<file path="src/rtl/rv_pkg.sv">
// Shared RV32I definitions for the load/store path: XLEN, funct3 width codes,
// the LSU state encoding and the byte-enable helper.
package rv_pkg;

    localparam int XLEN = 32;

    localparam logic [2:0] F3_B  = 3'b000;
    localparam logic [2:0] F3_H  = 3'b001;
    localparam logic [2:0] F3_W  = 3'b010;
    localparam logic [2:0] F3_BU = 3'b100;
    localparam logic [2:0] F3_HU = 3'b101;

    typedef enum logic [1:0] {
        ST_IDLE = 2'd0,
        ST_REQ  = 2'd1,
        ST_WAIT = 2'd2
    } lsu_state_t;

    // Byte lanes touched by an access of the given size at a lane offset.
    function automatic logic [3:0] byte_enable(input logic [1:0] size, input logic [1:0] off);
        logic [3:0] be;
        case (size)
            2'b00:   be = 4'b0001 << off;
            2'b01:   be = 4'b0011 << off;
            default: be = 4'b1111;
        endcase
        return be;
    endfunction

endpackage

</file>
<file path="src/rtl/load_align.sv">
// Combinational lane select and sign/zero extension of a 32-bit load word.
module load_align
    import rv_pkg::*;
(
    input  logic [31:0] rdata,
    input  logic [1:0]  off,
    input  logic [2:0]  funct3,
    output logic [31:0] result
);

    logic [31:0] shifted;

    // Move the addressed lane down to bit 0, then extend per funct3.
    always_comb begin
        shifted = rdata >> {off, 3'b000};
        case (funct3)
            F3_B:    result = {{24{shifted[7]}}, shifted[7:0]};
            F3_H:    result = {{16{shifted[15]}}, shifted[15:0]};
            F3_BU:   result = {24'h000000, shifted[7:0]};
            F3_HU:   result = {16'h0000, shifted[15:0]};
            F3_W:    result = rdata;
            default: result = rdata;
        endcase
    end

endmodule

</file>
<file path="src/rtl/lsu.sv">
// Load/store unit between exec and writeback with a req/gnt/rvalid data bus.
// Optional LSU_MISALIGN_TRAP_EN turns misaligned accesses into a one-cycle trap.
module lsu
    import rv_pkg::*;
#(
    parameter int XLEN = 32
) (
    input  logic              clk,
    input  logic              rst,
    input  logic              in_valid,
    output logic              in_ready,
    input  logic              in_is_load,
    input  logic              in_is_store,
    input  logic [2:0]        in_funct3,
    input  logic [XLEN-1:0]   in_exec_out,
    input  logic [XLEN-1:0]   in_store_data,
    input  logic              in_rd_write_enable,
    input  logic [4:0]        in_rd_addr,
    output logic              bus_req,
    output logic              bus_we,
    output logic [XLEN-1:0]   bus_addr,
    output logic [3:0]        bus_be,
    output logic [XLEN-1:0]   bus_wdata,
    input  logic              bus_gnt,
    input  logic              bus_rvalid,
    input  logic [XLEN-1:0]   bus_rdata,
    output logic              wb_valid,
    output logic              wb_rd_write_enable,
    output logic [4:0]        wb_rd_addr,
`ifdef LSU_MISALIGN_TRAP_EN
    output logic              misaligned_exc,
`endif
    output logic [XLEN-1:0]   wb_data
);

    lsu_state_t  state;
    logic        lat_is_store;
    logic [2:0]  lat_funct3;
    logic [1:0]  lat_off;
    logic        lat_rd_we;
    logic [4:0]  lat_rd_addr;

    logic        is_mem;
    logic        trap;
    logic [1:0]  eff_off;
    logic [3:0]  req_be;
    logic [31:0] req_wdata;
    logic [31:0] load_result;

    assign in_ready = (state == ST_IDLE);

    // Decode the incoming bundle into the request it would issue.
    always_comb begin
        is_mem = in_is_load | in_is_store;
        case (in_funct3[1:0])
            2'b01:   eff_off = {in_exec_out[1], 1'b0};
            2'b10:   eff_off = 2'b00;
            default: eff_off = in_exec_out[1:0];
        endcase
        case (in_funct3[1:0])
            2'b00:   req_wdata = {4{in_store_data[7:0]}};
            2'b01:   req_wdata = {2{in_store_data[15:0]}};
            default: req_wdata = in_store_data;
        endcase
        req_be = byte_enable(in_funct3[1:0], eff_off);
`ifdef LSU_MISALIGN_TRAP_EN
        case (in_funct3[1:0])
            2'b01:   trap = is_mem & in_exec_out[0];
            2'b10:   trap = is_mem & (in_exec_out[1:0] != 2'b00);
            default: trap = 1'b0;
        endcase
`else
        trap = 1'b0;
`endif
    end

    load_align u_load_align (
        .rdata  (bus_rdata),
        .off    (lat_off),
        .funct3 (lat_funct3),
        .result (load_result)
    );

    // Transaction FSM with registered bus and MEM/WB outputs.
    always_ff @(posedge clk or posedge rst) begin
        if (rst) begin
            state              <= ST_IDLE;
            lat_is_store       <= 1'b0;
            lat_funct3         <= 3'b000;
            lat_off            <= 2'b00;
            lat_rd_we          <= 1'b0;
            lat_rd_addr        <= 5'd0;
            bus_req            <= 1'b0;
            bus_we             <= 1'b0;
            bus_addr           <= '0;
            bus_be             <= 4'b0000;
            bus_wdata          <= '0;
            wb_valid           <= 1'b0;
            wb_rd_write_enable <= 1'b0;
            wb_rd_addr         <= 5'd0;
            wb_data            <= '0;
`ifdef LSU_MISALIGN_TRAP_EN
            misaligned_exc     <= 1'b0;
`endif
        end else begin
            wb_valid <= 1'b0;
`ifdef LSU_MISALIGN_TRAP_EN
            misaligned_exc <= 1'b0;
`endif
            case (state)
                ST_IDLE: begin
                    if (in_valid && trap) begin
                        wb_valid           <= 1'b1;
                        wb_rd_write_enable <= 1'b0;
                        wb_rd_addr         <= in_rd_addr;
                        wb_data            <= in_exec_out;
`ifdef LSU_MISALIGN_TRAP_EN
                        misaligned_exc     <= 1'b1;
`endif
                    end else if (in_valid && is_mem) begin
                        lat_is_store <= in_is_store;
                        lat_funct3   <= in_funct3;
                        lat_off      <= eff_off;
                        lat_rd_we    <= in_rd_write_enable & in_is_load;
                        lat_rd_addr  <= in_rd_addr;
                        bus_req      <= 1'b1;
                        bus_we       <= in_is_store;
                        bus_addr     <= {in_exec_out[XLEN-1:2], 2'b00};
                        bus_be       <= req_be;
                        bus_wdata    <= req_wdata;
                        state        <= ST_REQ;
                    end else if (in_valid) begin
                        wb_valid           <= 1'b1;
                        wb_rd_write_enable <= in_rd_write_enable & (in_rd_addr != 5'd0);
                        wb_rd_addr         <= in_rd_addr;
                        wb_data            <= in_exec_out;
                    end else begin
                        state <= ST_IDLE;
                    end
                end
                ST_REQ: begin
                    if (bus_gnt) begin
                        bus_req <= 1'b0;
                        if (lat_is_store) begin
                            wb_valid           <= 1'b1;
                            wb_rd_write_enable <= 1'b0;
                            wb_rd_addr         <= lat_rd_addr;
                            wb_data            <= bus_addr;
                            state              <= ST_IDLE;
                        end else begin
                            state <= ST_WAIT;
                        end
                    end else begin
                        state <= ST_REQ;
                    end
                end
                ST_WAIT: begin
                    if (bus_rvalid) begin
                        wb_valid           <= 1'b1;
                        wb_rd_write_enable <= lat_rd_we & (lat_rd_addr != 5'd0);
                        wb_rd_addr         <= lat_rd_addr;
                        wb_data            <= load_result;
                        state              <= ST_IDLE;
                    end else begin
                        state <= ST_WAIT;
                    end
                end
                default: begin
                    bus_req <= 1'b0;
                    state   <= ST_IDLE;
                end
            endcase
        end
    end

endmodule

</file>
<file path="config.mk">
export PLATFORM = sky130hd
export DESIGN_NAME = lsu
export DESIGN_NICKNAME = d
export VERILOG_FILES = /design/src/rtl/rv_pkg.sv /design/src/rtl/load_align.sv /design/src/rtl/lsu.sv
export SDC_FILE = /design/constraint.sdc
export NUM_CORES = 1
export LEC_CHECK = 0
export ABC_CLOCK_PERIOD_IN_PS = 8400
export CORE_AREA = 2 2 121 123
export DETAILED_ROUTE_END_ITERATION = 8
export DIE_AREA = 0 0 123 125
export PLACE_DENSITY = 0.87
export SLEW_MARGIN = 30
export SYNTH_ARGS = -nofsm -noshare
export SYNTH_HDL_FRONTEND = slang
export SYNTH_SLANG_ARGS = --single-unit
</file>
<file path="constraint.sdc">
create_clock -name clk -period 8.4 [get_ports clk]
set_input_delay 2.1 -clock clk [delete_from_list [all_inputs] [get_ports clk]]
set_output_delay 2.1 -clock clk [all_outputs]
set_load 0.01 [all_outputs]
</file>
==> results summary <==
Between clock sinks in the finished design, the worst skew comes to 0.00877 ns. The number of gates resized after CTS was 0. For this run, asynchronously set or reset flops after synthesis account for 100%. From left edge to right edge, the die measures 123 um.

The worst slew margin relative to its limit is 47.4%. The all-layer global routing usage came out at 25.8%. The average via count per standard cell is 5.65. The leftover overflow at the end of global routing came out at 0. The delay of the slowest critical-path stage is 0.62 ns. The fraction of synthesized cell area taken by the top area cell type is 48.2%.

The final setup violation count is 0. The remaining antenna violation count after routing is 0. The critical path is of the in -> reg type. The run finished with clean final reports. By instance count, the leading cell after synthesis is sky130_fd_sc_hd__dfrtp_1. The tree is rooted in a sky130_fd_sc_hd__clkbuf_16. The number of buffers inserted by hold repair at cts is 0.

The post-synthesis cell type count came out at 47. Clock latency on the worst-skew pair, taken at its later pin, is 0.41 ns. The initial standard-cell utilization of the core is 43.9%. The number of input and output port buffers inserted came out at 219. The vertical extent of the die came out at 125 um. The combinational share of power came out at 50.1%. Setup repair after global routing left no endpoint under its margin. The share of the Yosys chip area taken by registers is 48.2%. The area growth from synthesis to layout is 45.5%.

The number of enable-type register cells in the synthesized netlist came out at 0. The share of the clock period used by the worst path is 56.2%. The total non-filler cell area in the finished layout came out at 9070 um2.

The final RePlAce weighted congestion came out at 0.841. The number of register bits inferred by synthesis is 120. The synthesized area is 6230 um2. The slowest stage cell on the critical path is sky130_fd_sc_hd__and2_1. The number of setup buffers added after CTS is 0. The total count of max-transition violations in the final report came to 0. The first detailed-routing pass took 5 iterations. The net switching power is 1.40 mW. The dominant cell type by count on the critical path is sky130_fd_sc_hd__buf_4. The CTS sink count came out at 120. The number of placement rows came out at 44. CTS built an H-tree with a depth of 4.

Synthesis produced 637 cells. The leakage power total is 3.80 nW. The via count of the first global-routing pass is 5,799. TritonCTS built the clock tree.

The share of post-route cells with drive strength above 1 came out at 11.5%. The data required time at the worst endpoint is 8.64 ns. The overall power came out at 3.63 mW.

For the finished layout, the period the worst path requires is 4.72 ns. The worst setup path is captured at a register. By count the netlist is led by sky130_fd_sc_hd__dfrtp_1 (120), sky130_fd_sc_hd__nand2_1 (91), sky130_fd_sc_hd__o21ai_0 (75). The worst IR drop on VDD came out at 0.216 mV. The critical path launch point type is a primary input. The critical path goes through clkdlybuf4s50_1, o211ai_4, buf_4, nand2_2, nor4_4, buf_4, and2_1, a311oi_1. In the final routed layout, each cell accounts on average for 19.0 um. The CTS buffer count is 17. The clock-pin slew of the registers on the worst-case setup and hold paths came out at 0.06 ns. The largest total area in the synthesized netlist belongs to sky130_fd_sc_hd__dfrtp_1. The summed negative setup slack over all endpoints came out at 0 ns. No sink is reached through more buffers than the 2 on the longest clock path. The worst-margin pin slew is 0.789 ns. By area the synthesized netlist is led by sky130_fd_sc_hd__dfrtp_1 (48%), sky130_fd_sc_hd__mux2_2 (8.1%), sky130_fd_sc_hd__o21ai_0 (6.0%). The top-level port count came out at 222.

The number of antenna violations at the first check in global routing is 1. The layout net count is 950. The sequential share of power is 30.9%. The arrival time at the worst endpoint came out at 4.96 ns.

The clock network fraction of design power is 19.1%. The HPWL after detailed placement came out at 13,700 um. After the first detailed-routing iteration, the DRC count stood at 543. The wire length of the first global-routing pass came out at 30,800 um. Along the worst path, the maximum fanout reaches 36. The die outline area is 15,400 um2. After detailed routing, the number of remaining DRC violations is 0.

The fmax came out at 212 MHz. The switching share of power came out at 38.6%. The worst hold path belongs to the class reg -> reg. The number of failing hold endpoints at the final stage came out at 0.

Max-cap violations in this run came to 0. The final cell utilization of the core is 63.8%. The total power density per cell area is 401 nW/um2. The most used flip-flop cell after synthesis is sky130_fd_sc_hd__dfrtp_1. For this block, the via count after detailed routing is 5,809. The synthesized area per cell is 9.78 um2. During synthesis, Yosys emitted a total of 0 warnings.

The routed wire length came out at 19,500 um. Cell internal power was estimated by the tool at 2.23 mW. The cell area after placement is 8490 um2. The region available for standard cell placement spans 14,200 um2. The pin count of the biggest net entering global routing is 76.
## final cells by class
type | count | area, um2
diodes | 1 | 2.50
clock buffers | 20 | 467
clock inverters | 11 | 98.8
fillers | 1205 | 5140
inverters | 12 | 47.5
multi-input cells | 452 | 2950
flip-flops and latches | 120 | 3000
well taps | 184 | 230
repair buffers | 228 | 2260
## stage by stage
step                std cells  hold slack, ns  setup slack [ns]
global route             1027           0.504              3.53
CTS                      1027           0.481              3.70
finish                   1028           0.474              3.68
global placement          996           0.461              3.45
detailed placement        996           0.469              3.31
floorplan                 638           0.450              3.11
## worst paths after layout
kind                                     from              to  slack (ns)  depth (start not counted)
worst min-delay path            bus_wdata[14]   bus_wdata[14]        0.47                          2
worst min register to register  bus_wdata[14]   bus_wdata[14]        0.47                          2
worst max register to register       state[1]     wb_data[26]        5.24                          9
worst max-delay path              in_is_store     wb_data[26]        3.68                          8
max in group asynchronous                 rst  lat_rd_addr[0]        5.20                          3
min in group asynchronous                 rst     bus_addr[6]        2.10                          2
## logic make-up (layout without fill, tap and decap cells)
group / after synthesis / count (layout) / share of synthesized area, %
AOI/OAI and AO/OA: 187 / 187 / 20.1
adders and majority gates: 7 / 7 / 1.41
buffers and inverters: 66 / 271 / 4.76
DFF: 120 / 120 / 48.2
muxes: 68 / 68 / 12.0
other: 1 / 3 / 0.0602
and+or+nand+nor: 188 / 188 / 13.5
## power by group through the flow
stage	clock network (mW)	registers (mW)	logic [mW]
6_report	0.693	1.12	1.82
2_1_floorplan	0	1.17	0.941
4_1_cts	0.706	1.12	1.83
3_5_place_dp	0	1.12	1.82
5_1_grt	0.731	1.16	1.99
3_3_place_gp	0	1.11	1.77
## sequential cells by signal (all words and copies together) (netlist names)
name,cells
lat_is_store,1
bus_wdata,32
wb_rd_write_enable,1
lat_rd_addr,5
bus_req,1
lat_rd_we,1
lat_funct3,3
wb_data,32
lat_off,2
wb_rd_addr,5
bus_be,4
wb_valid,1
state,2
bus_addr,30
## critical path, delay by kind of cell
family / cells / cell delay [ns]
buf+inv: 3 / 1.36
compound gates: 2 / 0.42
simple gates: 3 / 1.05
## layout by cell type (no fill, tap or decap), drive strengths merged, types with 5 or more instances in the layout
cell type,Yosys,layout
mux2,47,47
nand3,18,18
o221ai,7,7
nor3,19,19
a2bb2oi,11,11
inv,12,13
a22oi,9,9
ha,7,7
a21o,16,16
clkbuf,29,20
nand2b,11,11
dfrtp,120,120
a22o,11,11
a31oi,8,8
o21ai,77,77
nand2,92,92
o211ai,5,5
clkinv,0,6
buf,25,9
a21oi,16,16
and3,5,5
mux2i,21,21
clkdlybuf4s50,0,219
a311oi,17,17
nor2,33,33
## routing by layer
metal	wire length (um)	GRT usage [%]	part of all wire, %
met4	575	10.7	3.0
met3	1880	7.89	9.6
met5	0	0	0
met1	7820	32.3	40
met2	9220	41.2	47
(Power assumes the default switching activity.)
